<file path="config.mk">
export PLATFORM = sky130hd
export DESIGN_NAME = mem_arbiter
export DESIGN_NICKNAME = d
export VERILOG_FILES = /design/src/rtl/mem_arbiter.sv
export SDC_FILE = /design/constraint.sdc
export NUM_CORES = 1
export LEC_CHECK = 0
export ABC_AREA = 1
export CELL_PAD_IN_SITES_DETAIL_PLACEMENT = 1
export CELL_PAD_IN_SITES_GLOBAL_PLACEMENT = 1
export CORE_AREA = 2 2 290 292
export CTS_BUF_LIST = sky130_fd_sc_hd__clkbuf_8 sky130_fd_sc_hd__clkbuf_16
export CTS_CLUSTER_SIZE = 12
export DETAILED_ROUTE_END_ITERATION = 8
export DIE_AREA = 0 0 292 294
export PLACE_DENSITY = 0.67
export SLEW_MARGIN = 20
export SYNTH_ARGS = -nofsm -noshare
export SYNTH_HDL_FRONTEND = slang
export SYNTH_SLANG_ARGS = --single-unit
</file>
<file path="constraint.sdc">
create_clock -name clk -period 4.11 [get_ports clk]
set_input_delay 0.6165 -clock clk [delete_from_list [all_inputs] [get_ports clk]]
set_output_delay 0.6165 -clock clk [all_outputs]
set_load 0.005 [all_outputs]
</file>
<file path="src/rtl/mem_arbiter.sv">
// mem_arbiter
//   Shares the single main-memory port between the instruction cache (I,
//   read-only) and the data cache (D, read/write). Only one transaction is
//   in flight at a time. Each transaction walks IDLE -> ISSUE -> WAIT -> RESP
//   and occupies the port for MEM_LAT+3 cycles. When both caches request at
//   once, round-robin arbitration alternates between them.
//
// Ports
//   clk, rst                 clock (rising edge), synchronous active-high reset
//   i_req, i_addr            I-cache line-fill request (held until i_ack)
//   i_rdata, i_ack           returned line and one-cycle completion pulse
//   d_req, d_we, d_addr,     D-cache request: fill (d_we=0) or write-back
//   d_wdata                  (d_we=1), held until d_ack
//   d_rdata, d_ack           returned line and one-cycle completion pulse
//   mem_req, mem_we,         one-cycle strobe to memory with its fields
//   mem_addr, mem_wdata
//   mem_rdata                memory read data, valid MEM_LAT cycles after mem_req
//   busy                     high whenever the FSM is not in IDLE
module mem_arbiter #(
   parameter int ADDR_W  = 32,
   parameter int LINE_W  = 128,
   parameter int MEM_LAT = 5
) (
   input  logic              clk,
   input  logic              rst,
   input  logic              i_req,
   input  logic [ADDR_W-1:0] i_addr,
   output logic [LINE_W-1:0] i_rdata,
   output logic              i_ack,
   input  logic              d_req,
   input  logic              d_we,
   input  logic [ADDR_W-1:0] d_addr,
   input  logic [LINE_W-1:0] d_wdata,
   output logic [LINE_W-1:0] d_rdata,
   output logic              d_ack,
   output logic              mem_req,
   output logic              mem_we,
   output logic [ADDR_W-1:0] mem_addr,
   output logic [LINE_W-1:0] mem_wdata,
   input  logic [LINE_W-1:0] mem_rdata,
   output logic              busy
);

   localparam int CNT_W = (MEM_LAT > 1) ? $clog2(MEM_LAT) : 1;

   typedef enum logic [1:0] {
      IDLE  = 2'd0,
      ISSUE = 2'd1,
      WAIT  = 2'd2,
      RESP  = 2'd3
   } state_t;

   state_t           state;
   logic             prio_d;
   logic             own_d;
   logic [CNT_W-1:0] cnt;
   logic             grant_d;

   // D wins when it is the only requester, or when both request and D holds priority.
   always_comb begin
      grant_d = d_req && (!i_req || prio_d);
   end

   always_ff @(posedge clk) begin
      if (rst) begin
         state     <= IDLE;
         prio_d    <= 1'b1;
         own_d     <= 1'b0;
         cnt       <= '0;
         i_rdata   <= '0;
         i_ack     <= 1'b0;
         d_rdata   <= '0;
         d_ack     <= 1'b0;
         mem_req   <= 1'b0;
         mem_we    <= 1'b0;
         mem_addr  <= '0;
         mem_wdata <= '0;
         busy      <= 1'b0;
      end else begin
         // Strobes default low so every pulse lasts exactly one cycle.
         mem_req <= 1'b0;
         i_ack   <= 1'b0;
         d_ack   <= 1'b0;
         case (state)
            // Grant and latch the winner's fields; later request changes are ignored.
            IDLE: begin
               if (i_req || d_req) begin
                  own_d     <= grant_d;
                  prio_d    <= !grant_d;
                  mem_req   <= 1'b1;
                  mem_we    <= grant_d && d_we;
                  mem_addr  <= grant_d ? d_addr : i_addr;
                  mem_wdata <= grant_d ? d_wdata : '0;
                  busy      <= 1'b1;
                  state     <= ISSUE;
               end
            end
            // mem_req is high during this cycle; start the latency countdown.
            ISSUE: begin
               cnt   <= CNT_W'(MEM_LAT - 1);
               state <= WAIT;
            end
            // cnt reaches 0 on the MEM_LAT-th WAIT cycle, when mem_rdata is valid.
            WAIT: begin
               if (cnt == '0) begin
                  if (own_d) begin
                     d_rdata <= mem_rdata;
                     d_ack   <= 1'b1;
                  end else begin
                     i_rdata <= mem_rdata;
                     i_ack   <= 1'b1;
                  end
                  state <= RESP;
               end else begin
                  cnt <= cnt - CNT_W'(1);
               end
            end
            RESP: begin
               busy  <= 1'b0;
               state <= IDLE;
            end
            default: state <= IDLE;
         endcase
      end
   end

endmodule

</file>
==> impl_results.md, run 1 <==
* Sequential fraction of the synthesis area at ~54%
* Largest net degree at the start of global routing at about 130
* Synth Area per Inst at between 7 and 8 um2
* Vias per cell at about 4.3
* Layout overhead on the synthesized area at 64.88%
* Hold Crit Class: input pin to register
* DIE WIDTH at 292 um
* Pins Over Slew Limit at 0
* Net Sw Frac at between 30% and 40%
* Fin nets at between 3000 and 4000
* Mapped Cells at roughly 2000
* Total track usage at between 10% and 20%
* IO Port Bufs at about 750
* H-tree level count at 2
* Worst path arrival time at between 3 and 4 ns
* Overflow after GRT at 0
* RSZ-0062 raised after global routing: false
* I/O pins at around 750
* Cell Rows at roughly 110
* CP Class: register to register
* Seq pwr share at between 30% and 40%
* Layout cells sized above 1 at between 4 and 5%
* DR WL/cell at between 15 and 20 um
* CTS max path bufs at 3
* Setup repair bufs after CTS at 0
* Detailed-route via count at 16500
* Slew margin rel. at between 20% and 30%
* Initial antenna violation count at 6
* Slew of the pin with the lowest slew margin at roughly 1.1 ns
* Critical Path Max Stage Delay at 0.49 ns
* Critical Path Source Type: register
* Tcrit/Tclk final at about 63%
* Hold violation total from the final report at 0
* DR pass1 iterations at 5
* Core Region at ~83000 um2
* Die Height at just under 300 um
* Power, Total at around 16 mW
* Syn_nets at approximately 2400
* Max Fanout on Critical Path at 73
* Register bit total from synthesis at 428
* Gp weighted congestion at roughly 0.80
* Die area at approximately 86000 um2
* Setup slack, reg-to-reg at 1.54 ns
* Clock share of power at roughly a third
* Pwr/cell area at between 600 and 700 nW/um2
* Hold Buf Count CTS at 0
* Clk_lat worst skew at just over 0.6 ns
* FF-to-FF path depth at 6
* Final core utilization at a little under a third
* CTS Sinks at around 430
* Critical Path Slowest Stage Cell: nand3_4
* Clk_skew at 0.02762 ns
* Psw at between 5 and 6 mW
* Final setup viols at 0
* Peak Freq at 0.3891 GHz
* Clk slew on worst S/H paths at 0.06 ns
* Int Pwr at 10.28 mW
* WP depth at 6
* Share of the synthesized area in the top cell type at 54.19%
* Final ANT Viol Nets at 0
* Residual DRC count at 0
* Synth area leaders: dfxtp_1, nand2_1, nor2_1
* Synthesized cell area at ~16000 um2
* P_leak at about 9.3 nW
* CTS tree: built
* Comb pwr share at roughly a third
* CTS Root Cell: clkbuf_16
* Area leader, netlist: dfxtp_1
* First DRT Iteration DRCs at 733
* Starting Density at a little under a fifth
* Max_cap viols at 0
* Min cycle time layout at 2.570 ns
* Setup TNS at 0 ns
* Setup crit end kind: register
* VDD IR max at 0.4567 mV
* Crit path max-delay family: simple AND/OR/NAND/NOR gates
* Routed WL at approximately 75 mm
* Worst Path Required at approximately 4.6 ns
* Number of global-route vias before repair at around 17000
* Critical-path cell list: inv_1 -> ha_4 -> nand3_4 -> buf_12 -> o21ai_0 -> nor2_1
* First-pass GRT wire length at 109.6 mm
* Non-filler instance count after layout at approximately 3800
* Number of instances in the placed design at 3718
* Buf/Inv on CP at 2
* CTS Buf Count at 53
* Ys Warns at 0
* Fill cells at approximately 9800
* Outcome: complete, no violations
* Post_cts resized at 0
* Worst hold path cell count at 2
* Final HPWL DP at 50.81 mm
* Post-synthesis cell type count at 22
==> routing by layer <==
metal	global-route usage (%)	up-vias	routed length (um)
met4	5.029	4	1928
met3	4.577	108	5359
met5	0	-	25
met2	29.23	522	37260
met1	19.35	7838	29960
li1	-	8027	-
==> area by class of cell <==
cell class | count | area (um2) | area share, %
Multi-Input combinational cell | 1394 | 6270 | 24.05
Antenna cell | 3 | 7.507 | 0.02879
Tap cell | 1080 | 1351 | 5.183
Inverter | 45 | 173.9 | 0.6671
Clock inverter | 31 | 344.1 | 1.320
Timing Repair Buffer | 771 | 7807 | 29.95
Sequential cell | 428 | 8572 | 32.88
Clock buffer | 69 | 1546 | 5.931
==> final timing paths <==
kind | endpoint | startpoint
max reg2reg | i_rdata[94] | state[0]
min reg2reg | cnt[0] | cnt[0]
max | i_rdata[94] | state[0]
min | mem_wdata[114] | rst
==> stage by stage <==
step	hold slack [ns]	instance area [um2]	setup slack [ns]
after CTS	0.2696	26070	1.485
after floorplan	0.4069	15810	2.562
after global routing	0.2955	26070	1.369
after detailed placement	0.4277	24170	1.350
after global placement	0.4278	24170	1.405
final	0.3064	26070	1.540
==> cells in the mapped netlist <==
cell,count
buf_6,8
clkbuf_2,1
buf_4,10
nor2_1,354
ha_1,6
o21ai_1,1
inv_2,2
nand4_1,160
o21ai_0,131
nand2_1,463
dfxtp_1,428
o211ai_1,1
buf_1,3
nand2_2,3
or2_2,1
a21oi_1,265
nand3_1,5
clkbuf_1,82
buf_2,74
nand3_2,1
inv_1,43
nor2_2,3
==> cell usage in the layout (no fill, tap or decap), types with 3 or more instances in the layout <==
cell type	synthesis	routed
inv_1	43	49
nand2_1	463	463
clkinv_2	0	10
nor2_1	354	354
clkbuf_8	0	16
o21ai_0	131	131
nand2_2	3	3
nand3_1	5	4
buf_12	0	12
bufinv_16	0	5
clkbuf_16	0	53
dfxtp_1	428	427
diode_2	0	3
nand4_1	160	160
ha_1	6	5
buf_4	10	14
a21oi_1	265	265
clkdlybuf4s50_1	0	744
clkinvlp_4	0	3
==> registers in the layout, indices dropped and copies added, names as in the netlist <==
register,flops
mem_wdata,128
state,2
own_d,1
d_rdata,128
mem_addr,32
d_ack,1
busy,1
prio_d,1
cnt,3
mem_we,1
i_ack,1
mem_req,1
i_rdata,128
==> power by group through the flow <==
stage	Combinational (mW)	Clock (mW)	Sequential, mW
floorplan	2.55	0	5.45
global placement	5.54	0	5.40
detailed placement	5.57	0	5.43
CTS	5.59	5.14	5.35
global route	6.01	5.32	5.44
finish	5.50	4.99	5.35
==> cell families after synthesis <==
group | share of synthesized area, %
buffers and inverters | 6.504
adders and majority gates | 0.4747
and+or+nand+nor | 26.22
DFF | 54.19
AOI/OAI and AO/OA | 12.61
(Power assumes the default switching activity.)
==> run 2: changes to the inputs <==
- CORE_AREA: 2 2 290 292 -> 2 2 287 289
- DIE_AREA: 0 0 292 294 -> 0 0 289 291
- PLACE_DENSITY: 0.67 -> 0.68
- clock period: 4.11 -> 2.61 ns (I/O delays scaled with it)
==> impl_results.md, run 2 (same netlist as run 1, synthesis figures left out) <==
* Placed cell areas at 24300 um2 (+0.52%)
* Register area at 8572 um2 (unchanged)
* Slew margin rel. at 36.75% (+9.9 points)
* Max Fanout on Critical Path at 2 (-97%)
* Number of instances in the placed design at 3718 (unchanged)
* Largest net degree at the start of global routing at 143 (+11%)
* CP Class: register to output port
* Layout cells sized above 1 at 5.102% (+0.17 points)
* RSZ-0062 raised after global routing: false
* I/O pins at 746 (unchanged)
* Core Region at 81190 um2 (-2.1%)
* Non-filler instance count after layout at 3822 (+0.026%)
* Routed WL at 73.31 mm (-1.6%)
* First DRT Iteration DRCs at 665 (-9.3%)
* Most common cell after layout, fill and taps aside: clkdlybuf4s50_1
* Biggest regs: d_rdata (128), i_rdata (128), mem_wdata (128)
* DIE WIDTH at 289 um (-1.0%)
* Worst hold path cell count at 2 (unchanged)
* Overflow after GRT at 0 (unchanged)
* Multi-input logic area at 6270 um2 (unchanged)
* Finished Cell Area at 26140 um2 (+0.27%)
* Setup crit end kind: output port
* Crit path max-delay family: buffers and inverters
* Setup TNS at 0 ns (unchanged)
* CTS max path bufs at 3 (unchanged)
* Worst Hold End: mem_wdata[105]
* Worst Path Required at 2.22 ns (-2.35 ns)
* P_leak at 9.335 nW (+0.45%)
* Number of global-route vias before repair at 16840 (+0.97%)
* Hold Crit Class: input pin to register
* DR pass1 iterations at 5 (unchanged)
* Hold violation total from the final report at 0 (unchanged)
* Outcome: complete, no violations
* Fin nets at 3033 (+0.30%)
* Detailed-route via count at 16480 (-0.091%)
* Fill cells at 9612 (-2.1%)
* Critical Path Max Stage Delay at 0.73 ns (+0.24 ns)
* Setup slack, reg-to-reg at 0.63 ns (-0.91 ns)
* Vias per cell at 4.313 (-0.12%)
* H-tree level count at 2 (unchanged)
* Buf/Inv on CP at 1 (-1)
* RR Startpoint: cnt[0]
* Hold Buf Count CTS at 0 (unchanged)
* Post_cts resized at 0 (unchanged)
* Worst path arrival time at 1.65 ns (-1.38 ns)
* Slew of the pin with the lowest slew margin at 0.9487 ns (-0.1488 ns)
* CTS Sinks at 428 (unchanged)
* IO Port Bufs at 745 (unchanged)
* Min cycle time layout at ~2.0 ns
* Die Height at 291 um (-1.0%)
* Die area at 84100 um2 (-2.0%)
* Final ANT Viol Nets at 0 (unchanged)
* Setup repair bufs after CTS at 0 (unchanged)
* CTS tree: built
* Cell Rows at 105 (-0.94%)
* Power, Total at 24.80 mW (+57%)
* Pwr/cell area at 948.7 nW/um2 (+56%)
* CTS Root Cell: clkbuf_16
* Peak Freq at between 0.4 and 0.5 GHz
* VDD IR max at 0.5229 mV (+14%)
* First-pass GRT wire length at 107.8 mm (-1.7%)
* Residual DRC count at 0 (unchanged)
* DR WL/cell at 19.18 um (-1.7%)
* Commonest cells after routing, fill and taps aside: clkdlybuf4s50_1, nand2_1, dfxtp_1
* Tcrit/Tclk final at slightly below 80%
* CTS Buf Count at 52 (-1.9%)
* FF-to-FF path depth at 7 (+1)
* Hold Crit Start: rst
* Pins Over Slew Limit at 0 (unchanged)
* Critical Path Source Type: register
* Initial antenna violation count at 16 (+10)
* Layout overhead on the synthesized area at 65.33%
* Final setup viols at 0 (unchanged)
* Critical-path cell list: clkdlybuf4s50_1
* Clk_skew at 0.02259 ns (-0.005032 ns)
* Total track usage at 16.66% (+0.12 points)
* Final HPWL DP at 50.89 mm (+0.15%)
* Max_cap viols at 0 (unchanged)
* Starting Density at 19.48% (+0.40 points)
* Clk_lat worst skew at 0.59 ns (-0.03 ns)
* Critical Path Slowest Stage Cell: clkdlybuf4s50_1
* Clk slew on worst S/H paths at 0.06 ns (about the same)
* Gp weighted congestion at 0.8224 (+2.6%)
* Reg-to-reg endpoint: d_rdata[40]
[run 2: how the worst max path moves through the flow]
stage | start | endpoint | slack [ns] | depth (start not counted)
after floorplan | state[0] | i_rdata[20] | 1.16 | 8
after global placement | d_req | mem_addr[12] | 0.53 | 9
after detailed placement | d_req | mem_addr[3] | 0.46 | 9
after CTS | d_rdata[77] | d_rdata[77] | 0.54 | 1
after global routing | cnt[0] | d_rdata[100] | 0.47 | 8
final | d_rdata[77] | d_rdata[77] | 0.56 | 1
[run 2: through the flow]
stage,setup WS [ns],hold slack (ns),util (%)
finish,0.5637,0.08674,32.20
global route,0.4742,0.06998,32.20
CTS,0.5390,0.04834,32.18
detailed placement,0.4581,0.4218,29.93
global placement,0.5297,0.4156,29.93
floorplan,1.155,0.4069,-
[run 2: layout make-up]
type / instances / area share [%]
sequential: 428 / 32.79
timing repair buffer: 781 / 30.39
multi-input combinational: 1394 / 23.98
clock buffer: 67 / 5.767
tap: 1070 / 5.121
clock inverter: 29 / 1.211
inverter: 45 / 0.6652
antenna: 8 / 0.07657
[run 2: routing by layer]
metal	share of wire (%)	GRT usage (%)	vias up
met5	0.12	0	-
li1	-	-	8054
met1	38	18.33	7745
met2	48	28.22	522
met3	9.2	6.513	149
met4	4.2	7.279	14
[run 2: power breakdown]
part           switching (mW)  internal (mW)
combinational            4.81           3.86
clock                    3.04           4.65
sequential              0.682           7.77
total                    8.53           16.3
==> run 3: changes to the inputs <==
- CORE_AREA: 2 2 287 289 -> 2 2 289 291
- DIE_AREA: 0 0 289 291 -> 0 0 291 293
- PLACE_DENSITY: 0.68 -> 0.69
- clock period: 2.61 -> 1.8 ns (I/O delays scaled with it)
==> impl_results.md, run 3 (same netlist as run 1, synthesis figures left out) <==
* Max Fanout on Critical Path at 2 (unchanged)
* Final ANT Viol Nets at 0 (unchanged)
* Critical Path Slowest Stage Cell: clkdlybuf4s50_1
* First-pass GRT wire length at 111.0 mm (+3.0%)
* Slew margin rel. at 66.24% (+29 points)
* Most used routing layer: met2
* Final worst slack at 0.04646 ns (-0.5172 ns)
* Biggest regs: d_rdata (128), i_rdata (128), mem_wdata (128)
* P_leak at 10.99 nW (+18%)
* Residual DRC count at 0 (unchanged)
* Overflow after GRT at 0 (unchanged)
* Max_cap viols at 0 (unchanged)
* IO Port Bufs at 745 (unchanged)
* Core Region at 81850 um2 (+0.81%)
* Final HPWL DP at 54.47 mm (+7.1%)
* Min cycle time layout at roughly 1.8 ns
* I/O pins at 746 (unchanged)
* Pwr/cell area at 1380 nW/um2 (+45%)
* FF-to-FF path depth at 8 (+1)
* Crit path max-delay family: buffers and inverters
* Layout overhead on the synthesized area at 71.86%
* Multi-input logic area at 6285 um2 (+0.24%)
* CTS Sinks at 428 (unchanged)
* Initial antenna violation count at 14 (-2)
* CP Class: register to output port
* Most common cell after layout, fill and taps aside: clkdlybuf4s50_1
* Die area at 85260 um2 (+1.4%)
* Finished Cell Area at 27180 um2 (+3.9%)
* Clk_skew at 0.02232 ns (-0.0002644 ns)
* Outcome: complete, no violations
* DR WL/cell at 19.83 um (+3.4%)
* Worst path arrival time at 1.48 ns (-0.17 ns)
* Critical Path Source Type: register
* Detailed-route via count at 17050 (+3.5%)
* WP depth at 1 (unchanged)
* Pins Over Slew Limit at 0 (unchanged)
* CTS Buf Count at 53 (+1.9%)
* Gp weighted congestion at 0.8023 (-2.4%)
* CTS tree: built
* Largest net degree at the start of global routing at 80 (-44%)
* Fill cells at 9703 (+0.95%)
* Register area at 8583 um2 (+0.13%)
* RSZ-0062 raised after global routing: false
* Setup crit end kind: output port
* Total track usage at 16.87% (+0.21 points)
* Slew of the pin with the lowest slew margin at 0.5064 ns (-0.4423 ns)
* Clk slew on worst S/H paths at 0.06 ns (about the same)
* Clk_lat worst skew at 0.60 ns (about the same)
* Hold Crit Class: input pin to register
* Hold violation total from the final report at 0 (unchanged)
* H-tree level count at 2 (unchanged)
* Routed WL at 77.45 mm (+5.7%)
* Fin nets at 3116 (+2.7%)
* VDD IR max at 0.7316 mV (+40%)
* Cell Rows at 105 (unchanged)
* Setup WS pre-CTS at -0.06058 ns (-0.5187 ns)
* Vias per cell at 4.367 (+1.3%)
* Placed cell areas at 25040 um2 (+3.0%)
* DIE WIDTH at 291 um (+0.69%)
* Met2 usage at 28.99% (+0.77 points)
* DR pass1 iterations at 5 (unchanged)
* Commonest cells after routing, fill and taps aside: clkdlybuf4s50_1, nand2_1, dfxtp_1
* Worst Path Required at 1.53 ns (-0.69 ns)
* Number of global-route vias before repair at 17480 (+3.8%)
* Grt met3 use at 5.431% (-1.1 points)
* Worst hold path cell count at 3 (+1)
* CTS Root Cell: clkbuf_16
* CTS max path bufs at 3 (unchanged)
* Starting Density at 19.32% (-0.16 points)
* Critical-path cell list: clkdlybuf4s50_1
* Tcrit/Tclk final at 97.42%
* Final setup viols at 0 (unchanged)
* First DRT Iteration DRCs at 667 (+0.30%)
* Met1 usage at 19.22% (+0.88 points)
* Peak Freq at 0.5703 GHz
* Layout cells sized above 1 at 8.345% (+3.2 points)
* Critical Path Max Stage Delay at 0.55 ns (-0.18 ns)
* Buf/Inv on CP at 1 (unchanged)
* Die Height at 293 um (+0.69%)
[run 3: cell count changes in the layout (fill, tap and decap cells not counted), sizes merged, moves of 3 or more]
cell and change:
clkbuf +7, clkdlybuf4s50 -151, dlygate4sd2 +119, inv +3, buf +72, dlymetal6s2s +32
[run 3: report_power, final]
group / switching (mW) / internal (mW)
Combinational: 7.61 / 6.50
Clock: 4.59 / 6.63
Sequential: 0.899 / 11.3
[run 3: final timing paths]
path / startpoint / end / slack, ns
min reg2reg: cnt[0] / cnt[0] / 0.43
min: d_wdata[2] / mem_wdata[2] / 0.22
max: mem_wdata[39] / mem_wdata[39] / 0.05
max reg2reg: state[0] / mem_wdata[67] / 0.11
[run 3: timing repair]
item	in CTS	in global routing
setup endpoints to repair	124	264
pin swaps	2	1
hold endpoints to repair	13	0
gates resized for setup	126	81
buffers inserted	1	3
hold buffers	1	0
gates cloned	0	10
[run 3: through the flow]
stage | util (%) | power, mW | TNS, ns | hold slack, ns | std cells
global placement | 30.59 | 26.15 | -0.03461 | 0.4167 | 3786
CTS | 32.68 | 37.51 | 0 | 0.1721 | 3886
global route | 33.20 | 39.76 | 0 | 0.2095 | 3905
detailed placement | 30.59 | 26.32 | -2.022 | 0.4388 | 3786
finish | 33.20 | 37.49 | 0 | 0.2168 | 3905
floorplan | - | 18.26 | 0 | 0.4069 | 2045
[run 3: layout make-up]
type / count / share of cell area [%]
repair buffers: 863 / 32.93
flip-flops and latches: 428 / 31.58
multi-input cells: 1394 / 23.13
clock buffers: 65 / 5.488
well taps: 1070 / 4.926
clock inverters: 33 / 1.243
inverters: 45 / 0.6400
diodes: 7 / 0.06446
[run 3: metal layers]
metal | part of all wire (%) | vias up
met5 | 0.13 | -
met4 | 3.9 | 14
li1 | - | 8226
met1 | 39 | 8096
met2 | 49 | 562
met3 | 7.7 | 155
